### src/rtl/booth_mac_seq_if.sv
// ---------------------------------------------------------------------------
// booth_mac_seq_if
// Handshake bundle for the sequential Booth multiply-accumulate unit.
//   in_valid/in_ready   : operand-side handshake (source -> MAC)
//   a, b, mode          : signed operands and per-op accumulate select
//   acc_clr             : single-cycle accumulator/overflow clear pulse
//   out_valid/out_ready : result-side handshake (MAC -> consumer)
//   result, overflow    : accumulator contents and sticky overflow flag
// master = operand source / result consumer, slave = the MAC itself.
// ---------------------------------------------------------------------------
interface booth_mac_seq_if #(
    parameter int WIDTH     = 16,
    parameter int ACC_WIDTH = 40
);
    logic                        in_valid;
    logic                        in_ready;
    logic signed [WIDTH-1:0]     a;
    logic signed [WIDTH-1:0]     b;
    logic                        mode;
    logic                        acc_clr;
    logic                        out_valid;
    logic                        out_ready;
    logic signed [ACC_WIDTH-1:0] result;
    logic                        overflow;

    modport master (
        output in_valid, a, b, mode, acc_clr, out_ready,
        input  in_ready, out_valid, result, overflow
    );

    modport slave (
        input  in_valid, a, b, mode, acc_clr, out_ready,
        output in_ready, out_valid, result, overflow
    );
endinterface

### src/rtl/booth_mac_seq.sv
// ---------------------------------------------------------------------------
// booth_mac_seq
// Sequential radix-2 Booth multiply-accumulate, one operation at a time.
// Ports:
//   clk   : rising-edge clock
//   rst_n : asynchronous active-low reset
//   bus   : booth_mac_seq_if.slave (operand/result handshakes, mode,
//           acc_clr, result, overflow)
// Flow: IDLE (accept) -> CALC (WIDTH Booth steps) -> ACC (add/saturate)
//       -> DONE (hold result until out_ready).
// ---------------------------------------------------------------------------
module booth_mac_seq #(
    parameter int WIDTH     = 16,
    parameter int ACC_WIDTH = 40,
    parameter int SATURATE  = 1
) (
    input  logic           clk,
    input  logic           rst_n,
    booth_mac_seq_if.slave bus
);
    localparam int PW = 2 * WIDTH + 2;
    localparam int CW = (WIDTH > 2) ? $clog2(WIDTH) : 1;

    typedef enum logic [1:0] {IDLE, CALC, ACC, DONE} state_t;

    state_t                      r_state;
    state_t                      w_state_nxt;
    logic signed [WIDTH-1:0]     r_a;
    logic                        r_mode;
    logic        [PW-1:0]        r_p;
    logic        [CW-1:0]        r_cnt;
    logic signed [ACC_WIDTH-1:0] r_acc;
    logic                        r_ovf;

    logic                        w_in_ready;
    logic                        w_out_valid;
    logic                        w_accept;
    logic signed [WIDTH:0]       w_upper;
    logic signed [WIDTH:0]       w_a_ext;
    logic signed [WIDTH:0]       w_upper_sum;
    logic        [PW-1:0]        w_p_shift;
    logic signed [2*WIDTH-1:0]   w_prod;
    logic signed [ACC_WIDTH:0]   w_base;
    logic signed [ACC_WIDTH:0]   w_sum;
    logic                        w_ovf;

    // Clamp (or wrap) the one-bit-wider sum back to ACC_WIDTH bits.
    function automatic logic signed [ACC_WIDTH-1:0] sat_acc(
        input logic signed [ACC_WIDTH:0] s
    );
        logic ovf;
        ovf = s[ACC_WIDTH] ^ s[ACC_WIDTH-1];
        if (ovf && (SATURATE != 0)) begin
            if (s[ACC_WIDTH])
                sat_acc = {1'b1, {(ACC_WIDTH-1){1'b0}}};
            else
                sat_acc = {1'b0, {(ACC_WIDTH-1){1'b1}}};
        end else begin
            sat_acc = s[ACC_WIDTH-1:0];
        end
    endfunction

    // Booth step: the upper field is WIDTH+1 bits so subtracting the most
    // negative multiplicand cannot overflow.
    always_comb begin
        w_upper = r_p[PW-1:WIDTH+1];
        w_a_ext = {r_a[WIDTH-1], r_a};
        case (r_p[1:0])
            2'b01:   w_upper_sum = w_upper + w_a_ext;
            2'b10:   w_upper_sum = w_upper - w_a_ext;
            default: w_upper_sum = w_upper;
        endcase
        w_p_shift = {w_upper_sum[WIDTH], w_upper_sum, r_p[WIDTH:1]};
    end

    // Accumulate: a coincident clear drops the old accumulator, so the
    // stored value is the bare product and cannot overflow.
    always_comb begin
        w_prod = r_p[2*WIDTH:1];
        w_base = (r_mode && !bus.acc_clr) ? (ACC_WIDTH+1)'(r_acc) : '0;
        w_sum  = w_base + (ACC_WIDTH+1)'(w_prod);
        w_ovf  = w_sum[ACC_WIDTH] ^ w_sum[ACC_WIDTH-1];
    end

    // FSM state register
    always_ff @(posedge clk or negedge rst_n) begin
        if (!rst_n) r_state <= IDLE;
        else        r_state <= w_state_nxt;
    end

    // FSM next state and handshake outputs
    always_comb begin
        w_state_nxt = r_state;
        w_in_ready  = 1'b0;
        w_out_valid = 1'b0;
        case (r_state)
            IDLE: begin
                w_in_ready = 1'b1;
                if (bus.in_valid) w_state_nxt = CALC;
            end
            CALC: if (r_cnt == '0) w_state_nxt = ACC;
            ACC:  w_state_nxt = DONE;
            DONE: begin
                w_out_valid = 1'b1;
                if (bus.out_ready) w_state_nxt = IDLE;
            end
            default: w_state_nxt = IDLE;
        endcase
    end

    assign w_accept      = w_in_ready && bus.in_valid;
    assign bus.in_ready  = w_in_ready;
    assign bus.out_valid = w_out_valid;
    assign bus.result    = r_acc;
    assign bus.overflow  = r_ovf;

    // Operand capture and Booth shift register
    always_ff @(posedge clk or negedge rst_n) begin
        if (!rst_n) begin
            r_a    <= '0;
            r_mode <= 1'b0;
            r_p    <= '0;
            r_cnt  <= '0;
        end else if (w_accept) begin
            r_a    <= bus.a;
            r_mode <= bus.mode;
            r_p    <= {{(WIDTH+1){1'b0}}, bus.b, 1'b0};
            r_cnt  <= CW'(WIDTH - 1);
        end else if (r_state == CALC) begin
            r_p <= w_p_shift;
            if (r_cnt != '0) r_cnt <= r_cnt - 1'b1;
        end
    end

    // Accumulator and sticky overflow
    always_ff @(posedge clk or negedge rst_n) begin
        if (!rst_n) begin
            r_acc <= '0;
            r_ovf <= 1'b0;
        end else if (r_state == ACC) begin
            r_acc <= sat_acc(w_sum);
            r_ovf <= (r_ovf && !bus.acc_clr) || w_ovf;
        end else if (bus.acc_clr) begin
            r_acc <= '0;
            r_ovf <= 1'b0;
        end
    end
endmodule

### src/flat_wrapper.sv
// flat-port wrapper written by rule: the top's interface ports become plain ports
module booth_mac_seq_flat 
#(
    parameter int WIDTH     = 16,
    parameter int ACC_WIDTH = 40,
    parameter int SATURATE  = 1
)
  (clk, rst_n, bus_in_valid, bus_a, bus_b, bus_mode, bus_acc_clr, bus_out_ready, bus_in_ready, bus_out_valid, bus_result, bus_overflow);
  booth_mac_seq_if #(.WIDTH(WIDTH), .ACC_WIDTH(ACC_WIDTH)) bus_i ();
  input  logic clk;
  input  logic rst_n;
  input wire logic [$bits(bus_i.in_valid)-1:0] bus_in_valid;
  input wire logic [$bits(bus_i.a)-1:0] bus_a;
  input wire logic [$bits(bus_i.b)-1:0] bus_b;
  input wire logic [$bits(bus_i.mode)-1:0] bus_mode;
  input wire logic [$bits(bus_i.acc_clr)-1:0] bus_acc_clr;
  input wire logic [$bits(bus_i.out_ready)-1:0] bus_out_ready;
  output wire logic [$bits(bus_i.in_ready)-1:0] bus_in_ready;
  output wire logic [$bits(bus_i.out_valid)-1:0] bus_out_valid;
  output wire logic [$bits(bus_i.result)-1:0] bus_result;
  output wire logic [$bits(bus_i.overflow)-1:0] bus_overflow;
  assign bus_i.in_valid = bus_in_valid;
  assign bus_i.a = bus_a;
  assign bus_i.b = bus_b;
  assign bus_i.mode = bus_mode;
  assign bus_i.acc_clr = bus_acc_clr;
  assign bus_i.out_ready = bus_out_ready;
  assign bus_in_ready = bus_i.in_ready;
  assign bus_out_valid = bus_i.out_valid;
  assign bus_result = bus_i.result;
  assign bus_overflow = bus_i.overflow;
  booth_mac_seq #(.WIDTH(WIDTH), .ACC_WIDTH(ACC_WIDTH), .SATURATE(SATURATE)) u_core (.clk(clk), .rst_n(rst_n), .bus(bus_i));
endmodule
### config.mk
export PLATFORM = sky130hd
export DESIGN_NAME = booth_mac_seq_flat
export DESIGN_NICKNAME = d
export VERILOG_FILES = /design/src/rtl/booth_mac_seq_if.sv /design/src/rtl/booth_mac_seq.sv /design/src/flat_wrapper.sv
export SDC_FILE = /design/constraint.sdc
export NUM_CORES = 1
export LEC_CHECK = 0
export BUFFER_PORTS_ARGS = -buffer_cell sky130_fd_sc_hd__buf_2
export CORE_UTILIZATION = 25
export CTS_CLUSTER_SIZE = 30
export DETAILED_ROUTE_END_ITERATION = 16
export SYNTH_ARGS = -nofsm -noshare
export SYNTH_HDL_FRONTEND = slang
export SYNTH_SLANG_ARGS = --single-unit
### constraint.sdc
create_clock -name clk -period 5.75 [get_ports clk]
set_input_delay 1.15 -clock clk [delete_from_list [all_inputs] [get_ports clk]]
set_output_delay 1.15 -clock clk [all_outputs]
set_load 0.01 [all_outputs]
=== After elaboration in Yosys (flattened, before gate mapping) ===
Cells that the tools add are included.

* Bits in registers: 98
* Word-level logic and storage cells: 52

* Add/sub/neg operators: 4
* Equality and inequality tests: 8
* Multiplexer cells: 19
* Bitwise logic cells: 1
* Reductions and logical operators: 13

{| class="wikitable"
|+ Operators with widths
! kind !! number
|-
| 40-bit two-way mux || 4
|-
| 34-bit two-way mux || 2
|-
| 41-bit by 32-bit adder with 41-bit output || 1
|-
| 41-bit two-way mux || 1
|-
| 17-bit one-hot mux with 2 select lines || 1
|-
| 17-bit by 16-bit adder with 17-bit output || 1
|-
| 17-bit by 16-bit subtractor with 17-bit output || 1
|-
| 4-bit two-way mux || 3
|-
| 2-bit one-hot mux with 4 select lines || 1
|-
| 2-bit equality test (second input constant) || 3
|-
| 2-bit two-way mux || 3
|-
| 2-bit nonzero test || 3
|-
| 2-bit by 1-bit equality test with 1-bit output (second input constant) || 2
|-
| 4-bit logical NOT || 1
|-
| 1-bit two-way mux || 4
|-
| 2-bit != test (second input constant) || 2
|-
| 4-bit nonzero test || 1
|-
| 4-bit by 1-bit subtractor with 4-bit output (second input constant) || 1
|-
| 1-bit logical AND || 3
|-
| 3-bit AND reduction || 1
|-
| 2-bit logical NOT || 1
|-
| 2-bit by 1-bit != test with 1-bit output (second input constant) || 1
|-
| 2-bit AND reduction || 1
|-
| 1-bit logical NOT || 1
|-
| 2 further kinds || 2
|}

=== Longest topological paths before layout ===
* Depth in word-level cells: 7
* Mapped depth: 17

=== Least setup slack after synthesis ===
No wires, ideal clock.

* Kind: input to register
* Start point: in bus_acc_clr
* End point: reg u_core.r_acc[26], in the netlist u_core.bus.result[26]
* Arrival time: 4.230 ns
* Path slack: 1.446 ns
* Cell stages on the path: 15
* Buffers on the path: 2
* Cells stage by stage: nor2b_1 > clkbuf_1 > and2_1 > ha_1 > a211oi_1 > o211ai_2 > a21oi_2 > o31a_1 > o41ai_2 > a31o_2 > a31oi_4 > nor2b_1 > a221o_2 > buf_6 > o21ai_2

* Longest elaborated chain between the ends: 7
* Elaborated cells on any way between the ends: 9
* Those cells by class: 1 x add/sub; 4 x mux; 1 x bitwise; 3 x reduce/logical

{| class="wikitable"
|+ Ends and longest elaborated chain
! what !! RTL line !! RTL
|-
| start: declaration || flat_wrapper.sv:16 || <nowiki>input wire logic [$bits(bus_i.acc_clr)-1:0] bus_acc_clr;</nowiki>
|-
| 1-bit logical NOT || booth_mac_seq.sv:80 || <nowiki>w_base = (r_mode && !bus.acc_clr) ? (ACC_WIDTH+1)'(r_acc) : '0;</nowiki>
|-
| 1-bit logical AND || booth_mac_seq.sv:80 ||
|-
| 41-bit two-way mux || booth_mac_seq.sv:80 ||
|-
| 41-bit by 32-bit adder with 41-bit output || booth_mac_seq.sv:81 || <nowiki>w_sum = w_base + (ACC_WIDTH+1)'(w_prod);</nowiki>
|-
| 40-bit two-way mux or 1-bit bitwise XOR (tied branches) || booth_mac_seq.sv:54, booth_mac_seq.sv:52 ||
|-
| 40-bit two-way mux || booth_mac_seq.sv:53 || <nowiki>if (ovf && (SATURATE != 0)) begin</nowiki>
|-
| 40-bit two-way mux || booth_mac_seq.sv:140 || <nowiki>end else if (r_state == ACC) begin</nowiki>
|-
| end signal: assignment || booth_mac_seq.sv:141 || <nowiki>r_acc <= sat_acc(w_sum);</nowiki>
|-
| end: declaration || booth_mac_seq.sv:32 || <nowiki>logic signed [ACC_WIDTH-1:0] r_acc;</nowiki>
|}

Parallel ways exist; a longest one is shown, timed or not.
A chain may end at the register's enable or synchronous reset.

=== Worst setup path in the final report ===
* Start point: in bus_acc_clr
* End point: reg u_core.r_acc[20], in the netlist u_core.bus.result[20]

The elaborated chain is that of the path after synthesis.

==> out/results.txt <==
The Yosys step of the flow raised 0 warnings. Violation count after the first detailed-route iteration: 327. The clock passes through at most 2 buffers. The first TritonRoute pass finished after 5 iterations.

Yosys mapped the design onto 70 distinct sky130hd cell types. The number of max-slew violations in the final report is 0, and the headroom to the max-slew limit is 39.0%. The floorplan has 64 rows. The count of boundary I/O pins came out at 81.

Summed over all failing endpoints, the final setup total negative slack is 0 ns. Buffers added to address setup during post-CTS repair amount to 0. The predominant post-synthesis flop cell was sky130_fd_sc_hd__dfrtp_1. The post-synthesis net count is 1,060. Dividing the detail-routed wire length by the instance count gives 14.6 um. Of all nets on the critical path, the largest fanout is 34.

The first global-routing pass estimated 34,000 um of wire. The tools report the worst slack after detailed placement as 0.585 ns. The tools report the H-tree depth as 3. The sequential element share of the synthesized area came out at 31.3%. For this run, the slowest stage of the critical path takes 0.37 ns.

The post-route netlist has 12.8% of its cells at a drive strength greater than 1. The number of gates resized after CTS is 0, and the final cycle utilization of the critical path is 83.8%. The final layout contains 1,113 nets. Traced cell by cell, the critical path runs through buf_2 -> nor2b_2 -> buf_4 -> and2_1 -> ha_1 -> and2_1 -> a221oi_2 -> o21ai_0 -> a211o_1 -> o21ai_1 -> o2111ai_1 -> a21oi_1 -> nor2b_1 -> a221o_2 -> buf_12 -> o21ai_0.

The detail route stage leaves a number of antenna-violating nets equal to 0. The total DRC errors in the routed layout was 0; the maximum number of pins on one net before global-route repair was 52. The number of clock buffers added by TritonCTS is 9.

The static power due to leakage is 4.14 nW, and the weighted congestion reported at the end of routability-driven placement is 0.852. From bottom edge to top edge, the die measures 178 um. The die is 178 um wide. The full die area is 0.0317 mm2. Setup repair after global routing left no endpoint under its margin. Summed over all instances, the cell type with the most area after synthesis is sky130_fd_sc_hd__dfrtp_1. Port buffering added 80 buffers. For the worst clock skew, the log shows 0.00705 ns.

Across all layers, the routed design uses 6,899 vias. After detailed routing, the number of vias per cell comes to 4.89. Slowest library cell on the worst path: sky130_fd_sc_hd__a221o_2. The logs give 15,400 um for the total half-perimeter wirelength after legalization and detailed placement and 0 for the final-report hold violation count. The tools report the worst setup slack after layout as 0.931 ns. In the final layout, the multi-input gates occupy 0.00504 mm2. Counting every sink on the clock net gives 97. Dividing the synthesized area by the synthesized cell count gives 8.10 um2. By area the synthesized netlist is led by sky130_fd_sc_hd__dfrtp_1 31%, sky130_fd_sc_hd__ha_1 10%, sky130_fd_sc_hd__nand2_1 7.4%, sky130_fd_sc_hd__xnor2_1 4.7%, sky130_fd_sc_hd__nor2_1 4.6%. The post-synthesis register bit count was 97. Dividing total power by cell area gives a power density of 583 mW/mm2. The data arrival time of the critical path was 5.04 ns. For the via count of the first global-routing pass, the log shows 6,782. The run gives 957 as the number of standard cells after synthesis.

The final layout contains routed wiring with a total length of 20,500 um. The clock-pin slew on the worst setup and hold paths works out to 0.07 ns. The critical path startpoint category was an input port.

The synthesized area was 0.00775 mm2. The total setup violations reported at the end of the flow is 0, and the number of enable-type register cells in the synthesized netlist is 0. The count of inserted antenna diode cells is 0.

The buffer type at the clock tree root is sky130_fd_sc_hd__clkbuf_16. In this run, post-CTS hold repair placed 0 buffers. Max-cap violations in this run came to 0. VDD sags by at most 242 uV. STA puts the critical path data required time at 5.98 ns.

The actual transition at the worst max-transition pin works out to 0.913 ns. Fill cells in the final layout number 3,267. The run finished with clean final reports. The overall global routing resource usage is 13.4%, and the area share of the largest cell type after synthesis is 31.3%. In the synthesized netlist the async set-or-reset flop fraction comes to 100%. The clock period could shrink to 4.82 ns. For this run, the top clock speed supported by timing is 0.208 GHz. Yosys instantiated no cell more often than sky130_fd_sc_hd__nand2_1. TritonCTS built the clock tree. The latest clock arrival within the worst-skew pair is 0.36 ns, and the relative area change from synthesis to final layout is 13.5%. Path class of the lowest-slack min-delay path: reg2reg. The total overflow reported by the global router is 0, and the number of antenna violations at the first check in global routing is 1. The region available for standard cell placement spans 0.0305 mm2.

Once the floorplan was initialized, standard cells occupied 25.4% of the core. Ranked by instance count, the synthesized netlist is headed by 152 x sky130_fd_sc_hd__nand2_1, 97 x sky130_fd_sc_hd__dfrtp_1, 95 x sky130_fd_sc_hd__nor2_1, 70 x sky130_fd_sc_hd__o21ai_0, 68 x sky130_fd_sc_hd__a21oi_1. The worst setup path is of the in2reg kind.

STA classifies the critical path endpoint as a flip-flop. In the final layout, flip-flops and latches occupy 0.00243 mm2.
-- path summary, 6_finish.rpt --
path	slack, ns	cells after the start	to	startpoint
max	0.93	16	u_core.bus.result[20]	bus_acc_clr
min	0.50	2	u_core.bus.result[33]	u_core.bus.result[33]
max reg2reg	1.31	15	u_core.bus.result[20]	u_core.r_mode
min reg2reg	0.50	2	u_core.bus.result[33]	u_core.bus.result[33]
max in group asynchronous	3.82	2	u_core.r_a[1]	rst_n
min in group asynchronous	0.84	1	u_core.r_p[16]	rst_n
-- final cells by class --
class,instances,share of cell area (%)
clock buffer,10,2.60
clock inverter,5,0.384
inverter,24,1.02
multi-input combinational,790,57.4
sequential,97,27.6
tap,396,5.63
timing repair buffer,88,5.41
-- worst max-delay path, delay by kind of cell --
kind | cells | cell delay [ns]
AND/OR/NAND/NOR | 4 | 0.83
adder cells (fa/ha/maj) | 1 | 0.30
AO/OA/AOI/OAI | 8 | 2.02
buffers and inverters | 3 | 0.72
-- where the power goes --
part	leakage [nW]	switching (mW)	internal (mW)	total, mW
logic	2.78	1.86	1.38	3.24
registers	1.23	0.329	0.989	1.32
clock network	0.124	0.272	0.291	0.563
total	4.14	2.46	2.66	5.12
-- per-stage QoR --
stage / utilization [%] / hold WS (ns) / cells / instance area [um2] / total power, mW
after global routing: 28.8 / 0.537 / 1410 / 8800 / 5.70
after detailed placement: 28.0 / 0.488 / 1395 / 8530 / 4.58
after floorplan: - / 0.438 / 957 / 7750 / 3.81
final: 28.8 / 0.502 / 1410 / 8800 / 5.12
after CTS: 28.8 / 0.506 / 1410 / 8800 / 5.18
after global placement: 28.0 / 0.489 / 1395 / 8530 / 4.52
-- cell families after synthesis --
family,synth area share (%)
mux,2.60
flops,31.3
fa+ha+maj,10.7
simple gates,21.7
xor+xnor,6.89
buf+inv,3.81
compound gates,23.0
-- cell usage in the layout, fill, tap and decap left out, types with 20 or more instances in the layout --
cell,Yosys,layout
sky130_fd_sc_hd__inv_1,24,24
sky130_fd_sc_hd__o21ai_0,70,70
sky130_fd_sc_hd__xnor2_1,42,42
sky130_fd_sc_hd__a21oi_1,68,68
sky130_fd_sc_hd__o21ai_1,21,21
sky130_fd_sc_hd__nor2_1,95,94
sky130_fd_sc_hd__and2_1,47,46
sky130_fd_sc_hd__buf_2,5,79
sky130_fd_sc_hd__nand2_1,152,152
sky130_fd_sc_hd__ha_1,63,62
sky130_fd_sc_hd__dfrtp_1,97,97
sky130_fd_sc_hd__a21o_1,20,20
-- flip-flops by register name (all words and copies together) (netlist names) --
| signal | flops |
|---|---|
| u_core.r_state | 2 |
| u_core.bus.result | 40 |
| u_core.r_cnt | 4 |
| u_core.bus.overflow | 1 |
| u_core.r_p | 33 |
| u_core.r_mode | 1 |
| u_core.r_a | 16 |
-- metal layers --
metal | global-route usage [%] | part of all wire (%) | vias up
met5 | 0 | 0.049 | -
met4 | 5.31 | 2.8 | 2
met1 | 16.6 | 46 | 3276
li1 | - | - | 3487
met2 | 22.7 | 47 | 103
met3 | 2.75 | 4.2 | 31
Power figures use the tool's default switching activity.
